## config.mk

```make
export PLATFORM = sky130hd
export DESIGN_NAME = alu_exec
export DESIGN_NICKNAME = d
export VERILOG_FILES = /design/src/rtl/alu_exec.sv
export SDC_FILE = /design/constraint.sdc
export NUM_CORES = 1
export LEC_CHECK = 0
export ABC_AREA = 0
export BUFFER_PORTS_ARGS = -buffer_cell sky130_fd_sc_hd__buf_2
export CAP_MARGIN = 20
export CORE_UTILIZATION = 55
export DETAILED_ROUTE_END_ITERATION = 6
export PLACE_DENSITY = 0.71
export SYNTH_ARGS = -nofsm -noshare
export SYNTH_HDL_FRONTEND = slang
export SYNTH_SLANG_ARGS = --single-unit
```

## constraint.sdc

```tcl
create_clock -name clk -period 4.52 [get_ports clk]
set_clock_uncertainty 0.1 [all_clocks]
set_input_delay 0 -clock clk [delete_from_list [all_inputs] [get_ports clk]]
set_output_delay 0 -clock clk [all_outputs]
set_load 0.01 [all_outputs]
```

## src/rtl/alu_exec.sv

```systemverilog
// alu_exec: single-cycle integer execution unit. Computes arithmetic, compare,
// branch-outcome and JALR-target results and broadcasts them, registered, one
// cycle after issue. Pending results are squashed on a mispredict flush.
module alu_exec #(
  parameter int XLEN = 32,
  parameter int ROBW = 4,
  parameter int OPW  = 6
) (
  input  logic            clk,
  input  logic            rst,
  input  logic            rdy,
  input  logic            jp_wrong,
  input  logic            ari_ins_flag,
  input  logic [OPW-1:0]  ari_insty,
  input  logic [XLEN-1:0] ari_val1,
  input  logic [XLEN-1:0] ari_val2,
  input  logic [ROBW-1:0] ari_ROB_idx,
  output logic            val_flag_RS,
  output logic [ROBW-1:0] val_idx_RS,
  output logic [XLEN-1:0] val_RS
);

  // Shared instruction codes (same numbering as the rest of the core).
  localparam logic [OPW-1:0] OP_LUI   = OPW'(1);
  localparam logic [OPW-1:0] OP_JALR  = OPW'(4);
  localparam logic [OPW-1:0] OP_BEQ   = OPW'(5);
  localparam logic [OPW-1:0] OP_BNE   = OPW'(6);
  localparam logic [OPW-1:0] OP_BLT   = OPW'(7);
  localparam logic [OPW-1:0] OP_BGE   = OPW'(8);
  localparam logic [OPW-1:0] OP_BLTU  = OPW'(9);
  localparam logic [OPW-1:0] OP_BGEU  = OPW'(10);
  localparam logic [OPW-1:0] OP_ADDI  = OPW'(19);
  localparam logic [OPW-1:0] OP_SLTI  = OPW'(20);
  localparam logic [OPW-1:0] OP_SLTIU = OPW'(21);
  localparam logic [OPW-1:0] OP_XORI  = OPW'(22);
  localparam logic [OPW-1:0] OP_ORI   = OPW'(23);
  localparam logic [OPW-1:0] OP_ANDI  = OPW'(24);
  localparam logic [OPW-1:0] OP_SLLI  = OPW'(25);
  localparam logic [OPW-1:0] OP_SRLI  = OPW'(26);
  localparam logic [OPW-1:0] OP_SRAI  = OPW'(27);
  localparam logic [OPW-1:0] OP_ADD   = OPW'(28);
  localparam logic [OPW-1:0] OP_SUB   = OPW'(29);
  localparam logic [OPW-1:0] OP_SLL   = OPW'(30);
  localparam logic [OPW-1:0] OP_SLT   = OPW'(31);
  localparam logic [OPW-1:0] OP_SLTU  = OPW'(32);
  localparam logic [OPW-1:0] OP_XOR   = OPW'(33);
  localparam logic [OPW-1:0] OP_SRL   = OPW'(34);
  localparam logic [OPW-1:0] OP_SRA   = OPW'(35);
  localparam logic [OPW-1:0] OP_OR    = OPW'(36);
  localparam logic [OPW-1:0] OP_AND   = OPW'(37);

  logic            flag_q;
  logic [ROBW-1:0] idx_q;
  logic [XLEN-1:0] val_q;
  logic [XLEN-1:0] result_d;
  logic            accept_d;

  logic [XLEN-1:0] a;
  logic [XLEN-1:0] b;
  logic [4:0]      shamt;
  logic            lt_s;
  logic            lt_u;
  logic            eq;
  logic [XLEN-1:0] sum;

  assign a     = ari_val1;
  assign b     = ari_val2;
  assign shamt = ari_val2[4:0];   // upper bits of the shift operand are ignored
  assign lt_s  = $signed(a) < $signed(b);
  assign lt_u  = a < b;
  assign eq    = (a == b);
  assign sum   = a + b;

  // An issue only counts when the unit is ready and no flush is in progress.
  assign accept_d = ari_ins_flag && !jp_wrong;

  // Result mux: compute f(op) for the current issue; unknown codes yield 0.
  always_comb begin
    result_d = '0;
    case (ari_insty)
      OP_ADD, OP_ADDI:   result_d = sum;
      OP_SUB:            result_d = a - b;
      OP_AND, OP_ANDI:   result_d = a & b;
      OP_OR,  OP_ORI:    result_d = a | b;
      OP_XOR, OP_XORI:   result_d = a ^ b;
      OP_SLL, OP_SLLI:   result_d = a << shamt;
      OP_SRL, OP_SRLI:   result_d = a >> shamt;
      OP_SRA, OP_SRAI:   result_d = $unsigned($signed(a) >>> shamt);
      OP_SLT, OP_SLTI:   result_d = {{(XLEN-1){1'b0}}, lt_s};
      OP_SLTU, OP_SLTIU: result_d = {{(XLEN-1){1'b0}}, lt_u};
      OP_LUI:            result_d = b;
      OP_BEQ:            result_d = {{(XLEN-1){1'b0}}, eq};
      OP_BNE:            result_d = {{(XLEN-1){1'b0}}, !eq};
      OP_BLT:            result_d = {{(XLEN-1){1'b0}}, lt_s};
      OP_BGE:            result_d = {{(XLEN-1){1'b0}}, !lt_s};
      OP_BLTU:           result_d = {{(XLEN-1){1'b0}}, lt_u};
      OP_BGEU:           result_d = {{(XLEN-1){1'b0}}, !lt_u};
      // Jump target with bit 0 cleared; the link value comes from the ROB.
      OP_JALR:           result_d = {sum[XLEN-1:1], 1'b0};
      default:           result_d = '0;
    endcase
  end

  // Broadcast register: load on accepted issue, drop valid otherwise, freeze on !rdy.
  always_ff @(posedge clk or negedge rst) begin
    if (!rst) begin
      flag_q <= 1'b0;
      idx_q  <= '0;
      val_q  <= '0;
    end else if (rdy) begin
      if (accept_d) begin
        flag_q <= 1'b1;
        idx_q  <= ari_ROB_idx;
        val_q  <= result_d;
      end else begin
        flag_q <= 1'b0;
      end
    end
  end

  assign val_flag_RS = flag_q;
  assign val_idx_RS  = idx_q;
  assign val_RS      = val_q;

endmodule
```

==> results by group, run 1 <==
Place
  • Placed cell count: about 1800
  • PortBufs: 115
  • Dpl hpwl: 36900 µm
  • Placer Congestion: 1.05

Global route
  • Grt met3 use: 0.109
  • GR Util met1: 0.633
  • Initial antenna violation count: 1
  • Total global-route track usage: 0.484
  • M2 GR Usage: 0.729
  • Total grt overflow: 0
  • Pin count of the biggest net entering global routing: 62
  • Number of global-route vias before repair: 11700
  • First-pass GRT wire length: around 73000 µm
  • Busiest layer in global routing: met2

Worst setup path
  • Reg2reg path depth: 6
  • Worst Setup End Kind: register
  • Critical Path Stages: 11
  • Worst EP required: 4.59 ns
  • R2r startpoint: val_RS[0]$_DFFE_PN0P_
  • Cell family contributing the most delay on the critical path: compound AO/OA/AOI/OAI gates
  • R2R Setup Slk: 1.96 ns
  • CP Launch Type: input pin
  • Worst reg2reg endpoint: val_RS[0]$_DFFE_PN0P_
  • Crit-path slowest cell: a311oi_1
  • Worst Setup EP: val_RS[21]$_DFFE_PN0P_
  • CP arrival: 3.81 ns
  • CP peak stage delay: 1.02 ns
  • CP cell instances: buf_4, inv_1, ha_1, a21oi_1, nand4b_1, a311oi_1, nor3_1, o21ai_0, o22ai_1, o21ai_0, a21oi_1
  • WS Path Type: in -> reg
  • Worst setup path start: ari_val2[1]
  • Bufs and invs on worst path: 2
  • Crit-path max FO: 46

Route
  • DR pass1 iterations: 6
  • Vias per Instance: 7.31
  • Post-route DRC: 0
  • Final ANT Viol Nets: 0
  • Routed WL: a little under 50000 µm
  • Via count: 13100
  • Wire per inst: around 28 µm
  • Iteration-0 DRC count of the detailed router: 1786

Floorplan
  • Core area: roughly 19000 µm²
  • Die ar.: 20300 µm²
  • Initial cell density of the core: 0.559
  • Die W: 142 µm
  • Core Rows: 51
  • IO Count: 116
  • Die Ht: 142 µm

CTS
  • Post-CTS Resized: 0
  • Clk_lat worst skew: 0.31 ns
  • Root buf cell: clkbuf_16
  • Worst-case clock buffer depth: 2
  • Number of CTS-inserted buffers: 5
  • Hold_buf cts: 6
  • CTS Sinks: 37
  • Clock slew at reported path FFs: 0.07 ns
  • CTS tree: done
  • Setup bufs post-CTS: 0
  • CTS H-tree lvls: 2

Timing
  • Max Slew Vio Count: 0
  • Endpoints failing setup: 0
  • Tcrit/Tclk final: 0.827
  • Final Hold Fails: 0
  • TNS Setup: 0 ns
  • Max-slew headroom: 0.178
  • Min Tclk post-route: 3.74 ns
  • Worst Tran Pin Value: 1.23 ns
  • RSZ-0062 raised after global routing: no
  • Fmax: 268 MHz

Worst hold path
  • Hold path start: ari_val2[18]
  • Hold Crit Class: in -> reg

Synth
  • Main area contributors after synthesis: mux4_2 11%, ha_1 11%, dfrtp_1 8.5%
  • Leading area contributor after synthesis: mux4_2
  • Mapped cell area: 10900 µm²
  • Synth warn: 0
  • Post-synthesis sequential area ratio: 0.0853
  • Syn Inst Count: roughly 1500
  • Most common flop cell mapped by yosys: dfrtp_1
  • Average cell area after synthesis: around 7.3 µm²
  • Post-synth top area share: 0.114
  • Async SR Flop Fraction: 1.00
  • Synth Register Bits: 37
  • Syn Nets: 1660
  • Netlist cell types: 91
  • EDFF count, synth: 0

Final layout
  • Net total in the final layout: 1699
  • Multi-input logic area: 9070 µm²
  • Ant. Diodes: 0
  • Syn-to-layout area delta: 8.34%
  • FILL cells: 1891
  • Cell Count, Final, Fillers Out: 1787
  • Register Area: 926 µm²
  • Fraction of layout cells with a size suffix above 1: 0.168

Pwr
  • LEAKAGE: 5.03 nW
  • P per Cell Area: about 180 nW/µm²
  • Worst-case vdd ir drop: 123 µV

Run status
  • Status: completed

Run
  • Maxcap violations: 0
## stage by stage
stage / utilization / cell area (µm²) / setup WS, ns / hold WS (ns) / total power, mW
after global placement: 0.593 / 11500 / 0.790 / 0.0915 / 1.64
after CTS: 0.605 / 11700 / 1.01 / 0.0519 / 2.10
after detailed placement: 0.593 / 11500 / 0.720 / 0.101 / 1.65
after global routing: 0.606 / 11800 / 0.764 / 0.104 / 2.24
final: 0.606 / 11800 / 0.784 / 0.0513 / 2.15
after floorplan: - / 10900 / 1.19 / -0.396 / 1.23
## power breakdown
group	switching, mW	total (mW)	internal, mW
Clock	0.177	0.439	0.262
Combinational	0.845	1.31	0.463
Sequential	0.0300	0.403	0.373
Total	1.05	2.15	1.10
## tightest hold or removal path: cells and delay by family
family / cells / cell delay [ns]
buffers and inverters: 1 / 0.13
AOI/OAI and AO/OA: 2 / 0.28
## kinds of logic (layout without fill, tap and decap cells)
group | count (synthesis) | in the layout | share of synthesized area
xor gates and xnor gates | 7 | 7 | 0.00565
and+or+nand+nor | 488 | 488 | 0.216
adders and majority gates | 99 | 99 | 0.116
AOI/OAI and AO/OA | 515 | 515 | 0.321
muxes | 118 | 118 | 0.174
buffers and inverters | 218 | 258 | 0.0822
DFF | 37 | 37 | 0.0853
## cell usage after synthesis (6+ instances only)
| cell | count |
|---|---|
| o21a_1 | 8 |
| nand2b_1 | 15 |
| a211oi_1 | 27 |
| ha_1 | 97 |
| buf_2 | 20 |
| buf_1 | 12 |
| a21o_1 | 12 |
| o31ai_1 | 15 |
| nand4_1 | 16 |
| a31oi_1 | 20 |
| mux4_2 | 55 |
| nand3_1 | 28 |
| buf_4 | 8 |
| nand2_1 | 124 |
| a221o_1 | 15 |
| a22oi_1 | 11 |
| o211ai_1 | 15 |
| inv_1 | 93 |
| o22ai_1 | 10 |
| a21oi_1 | 138 |
| nor2_1 | 156 |
| a41oi_1 | 6 |
| nor3b_1 | 6 |
| o21ai_1 | 6 |
| clkbuf_1 | 80 |
| a311oi_1 | 7 |
| a221oi_1 | 34 |
| nor3_1 | 48 |
| o21bai_1 | 9 |
| and3_1 | 11 |
| o2111ai_1 | 9 |
| mux2i_1 | 46 |
| mux2_2 | 17 |
| o21ai_0 | 98 |
| dfrtp_1 | 37 |
| nor4_1 | 15 |
| nor4b_1 | 6 |
| nor2b_1 | 19 |
| o211a_1 | 8 |
## layer usage
metal / vias to the layer above / routed length [µm]
met1: 6108 / 18500
li1: 5696 / -
met4: 0 / 3270
met2: 1046 / 20900
met5: - / 0
met3: 210 / 6610
## layout by cell type (no fill, tap or decap), drive strengths merged, types with 34 or more instances in the layout
master,instances
nor2,156
dfrtp,37
mux4,55
mux2i,46
inv,94
ha,97
nor3,48
buf,149
nand2,124
o21ai,104
a21oi,138
a221oi,34
## registers in the layout (all words and copies together) (netlist names)
name         flops
val_RS          32
val_idx_RS       4
val_flag_RS      1
## worst min-delay path by stage
stage | to | slack [ns] | depth (start not counted)
floorplan | val_RS[0]$_DFFE_PN0P_ | -0.40 | 0
CTS | val_RS[18]$_DFFE_PN0P_ | 0.05 | 3
finish | val_RS[18]$_DFFE_PN0P_ | 0.05 | 3
global placement | val_idx_RS[3]$_DFFE_PN0P_ | 0.09 | 3
detailed placement | val_idx_RS[1]$_DFFE_PN0P_ | 0.10 | 3
global route | val_RS[18]$_DFFE_PN0P_ | 0.10 | 3
## final cells by class
cell class	count	area share
Multi-Input combinational cell	1227	0.771
Sequential cell	37	0.0787
Timing Repair Buffer	155	0.0768
Inverter	95	0.0303
Tap cell	265	0.0282
Clock buffer	5	0.0106
Clock inverter	3	0.00394
Power figures use the tool's default switching activity.
==> run 2: changes to the inputs <==
clock period = 3.8 ns   (was 4.52 ns; I/O delays follow)
==> run 2 against run 1 <==
Against the previous run: critical path type unchanged; total power increased by 21%; highest routed layer is now met5; critical path depth unchanged; non-clock buffer count is 23 higher; sequential power up 18%; critical endpoint is now val_RS[31]$_DFFE_PN0P_; core utilization rose by 0.95 points; sequential cell count unchanged; design area rose by 1.6%.
==> results by group, run 2 (synthesized netlist as in run 1, its figures left out) <==
Run status
  • Status: completed

Route
  • Post-route met1 wirelength: 18300 µm
  • Final ANT Viol Nets: 0
  • Met2 Wirelength: 20500 µm
  • Met3 WL: 7600 µm
  • Wire per inst: between 20 and 30 µm
  • Iteration-0 DRC count of the detailed router: 2183
  • Vias per Instance: 7.35
  • Top Metal Used: met5
  • DR pass1 iterations: 7
  • Routed WL: 50300 µm
  • Post-route DRC: 0
  • Via count: 13300

CTS
  • CTS Sinks: 37
  • Number of CTS-inserted buffers: 5
  • Root buf cell: clkbuf_16
  • Clock slew at reported path FFs: 0.06 ns
  • CTS H-tree lvls: 2
  • Clk_lat worst skew: just under 0.3 ns
  • Worst-case clock buffer depth: 2
  • Post-CTS Resized: 0
  • CTS tree: done

Pwr
  • Worst-case vdd ir drop: 143 µV
  • Pint: around 1.3 mW
  • Sequential power share: 0.183
  • Tot Pwr: 2.59 mW
  • Switching power: 1.25 mW
  • Logic pwr share: 0.614
  • Clock share of power: 0.203
  • LEAKAGE: 5.14 nW
  • P per Cell Area: 217 nW/µm²
  • Net Sw Frac: 0.483

Final layout
  • Final Cell Area: 11900 µm²
  • Core Util, Final: 0.616
  • Leading cell types in the layout, fill and taps excluded: 154 x nor2_1, 138 x a21oi_1, 124 x nand2_1, 113 x buf_2
  • FILL cells: 1864
  • Max FFs per register: 32
  • Net total in the final layout: 1722
  • Fraction of layout cells with a size suffix above 1: 0.180
  • Syn-to-layout area delta: 10.0%
  • Most common cell after layout, fill and taps aside: nor2_1

Floorplan
  • IO Count: approximately 120
  • Core Rows: 51
  • Die W: between 100 and 150 µm
  • Die ar.: around 20000 µm²
  • Core area: 19400 µm²
  • Die Ht: 142 µm
  • Initial cell density of the core: 0.559

Worst setup path
  • Worst reg2reg endpoint: val_RS[0]$_DFFE_PN0P_
  • Reg2reg path depth: 6
  • CP arrival: 3.32 ns
  • Worst EP required: between 3 and 4 ns
  • CP Launch Type: input pin
  • Crit-path max FO: 13
  • R2r startpoint: val_RS[0]$_DFFE_PN0P_
  • WS Path Type: in -> reg
  • R2R Setup Slk: approximately 1.4 ns
  • Worst Setup End Kind: register

Timing
  • Min Tclk post-route: 3.26 ns
  • RSZ-0062 raised after global routing: no
  • Final setup margin: 0.538 ns
  • Max-slew headroom: 0.207
  • Endpoints failing setup: 0
  • Tcrit/Tclk final: 0.858
  • TNS Setup: 0 ns
  • Max Slew Vio Count: 0
  • Worst Tran Pin Value: 1.19 ns
  • Final Hold Fails: 0
  • Fmax: 307 MHz

Global route
  • First-pass GRT wire length: ~74000 µm
  • Pin count of the biggest net entering global routing: 62
  • Initial antenna violation count: 4
  • Total grt overflow: 0
  • Number of global-route vias before repair: about 12000
  • Total global-route track usage: 0.492

Run
  • Maxcap violations: 0

Worst hold path
  • Hold path start: ari_val2[25]
  • Worst Hold Path Cells: 5
  • Hold path endpoint: val_RS[25]$_DFFE_PN0P_
  • Hold Crit Class: in -> reg

Place
  • Dpl hpwl: 38200 µm
  • Placed Area: 11700 µm²
  • PortBufs: 115
  • Worst slack, placed: around 0.47 ns
  • Placer Congestion: 1.09
==> run 2: power groups by stage <==
stage	clock [mW]	sequential, mW	combinational, mW
CTS	0.524	0.474	1.52
finish	0.526	0.476	1.59
floorplan	0	0.501	0.961
global route	0.537	0.480	1.69
global placement	0	0.481	1.50
detailed placement	0	0.481	1.51
==> run 2: worst max-delay path, cell delays in order <==
cell      delay [ns]
buf_2           0.12
inv_1           0.07
ha_1            0.61
nand2_1         0.21
nor4_1          0.49
nand3_1         0.32
a21oi_1         0.28
nor3_1          0.14
a211oi_1        0.70
mux2i_1         0.27
a31oi_1         0.10
==> run 2: how the worst max path moves through the flow <==
stage	from	end	slack [ns]	cells after the start
2_1_floorplan	ari_val2[2]	val_RS[0]$_DFFE_PN0P_	0.47	14
3_3_place_gp	ari_val1[14]	val_RS[0]$_DFFE_PN0P_	0.41	12
3_5_place_dp	ari_val1[14]	val_RS[0]$_DFFE_PN0P_	0.47	12
4_1_cts	ari_val1[14]	val_RS[0]$_DFFE_PN0P_	0.74	12
5_1_grt	ari_val1[19]	val_RS[31]$_DFFE_PN0P_	0.38	11
6_report	ari_val2[19]	val_RS[31]$_DFFE_PN0P_	0.54	11
==> run 2: through the flow <==
step	hold WS (ns)	cells
2_1_floorplan	-0.396	1482
3_3_place_gp	0.0910	1796
3_5_place_dp	0.0958	1796
4_1_cts	0.0556	1810
5_1_grt	0.104	1810
6_report	0.0566	1811
==> run 2: area by class of cell <==
| class | count | area [µm²] | area share |
|---|---|---|---|
| clock buffers | 6 | 139 | 0.0116 |
| inverters | 95 | 357 | 0.0299 |
| multi-input cells | 1227 | 9070 | 0.759 |
| flip-flops and latches | 37 | 926 | 0.0775 |
| diodes | 1 | 2.50 | 0.000210 |
| well taps | 265 | 332 | 0.0278 |
| repair buffers | 178 | 1080 | 0.0905 |
| clock inverters | 2 | 37.5 | 0.00314 |
==> run 2: timing repair <==
item | in CTS | in global routing
buffers inserted | 0 | 0
endpoints found under the hold margin | 42 | 0
hold buffers | 6 | 0
==> run 2: layer usage <==
metal  vias to the layer above  track usage
met5                         -            0
li1                       5755            -
met2                      1117        0.725
met3                       275        0.168
met1                      6153        0.614
met4                         2        0.307
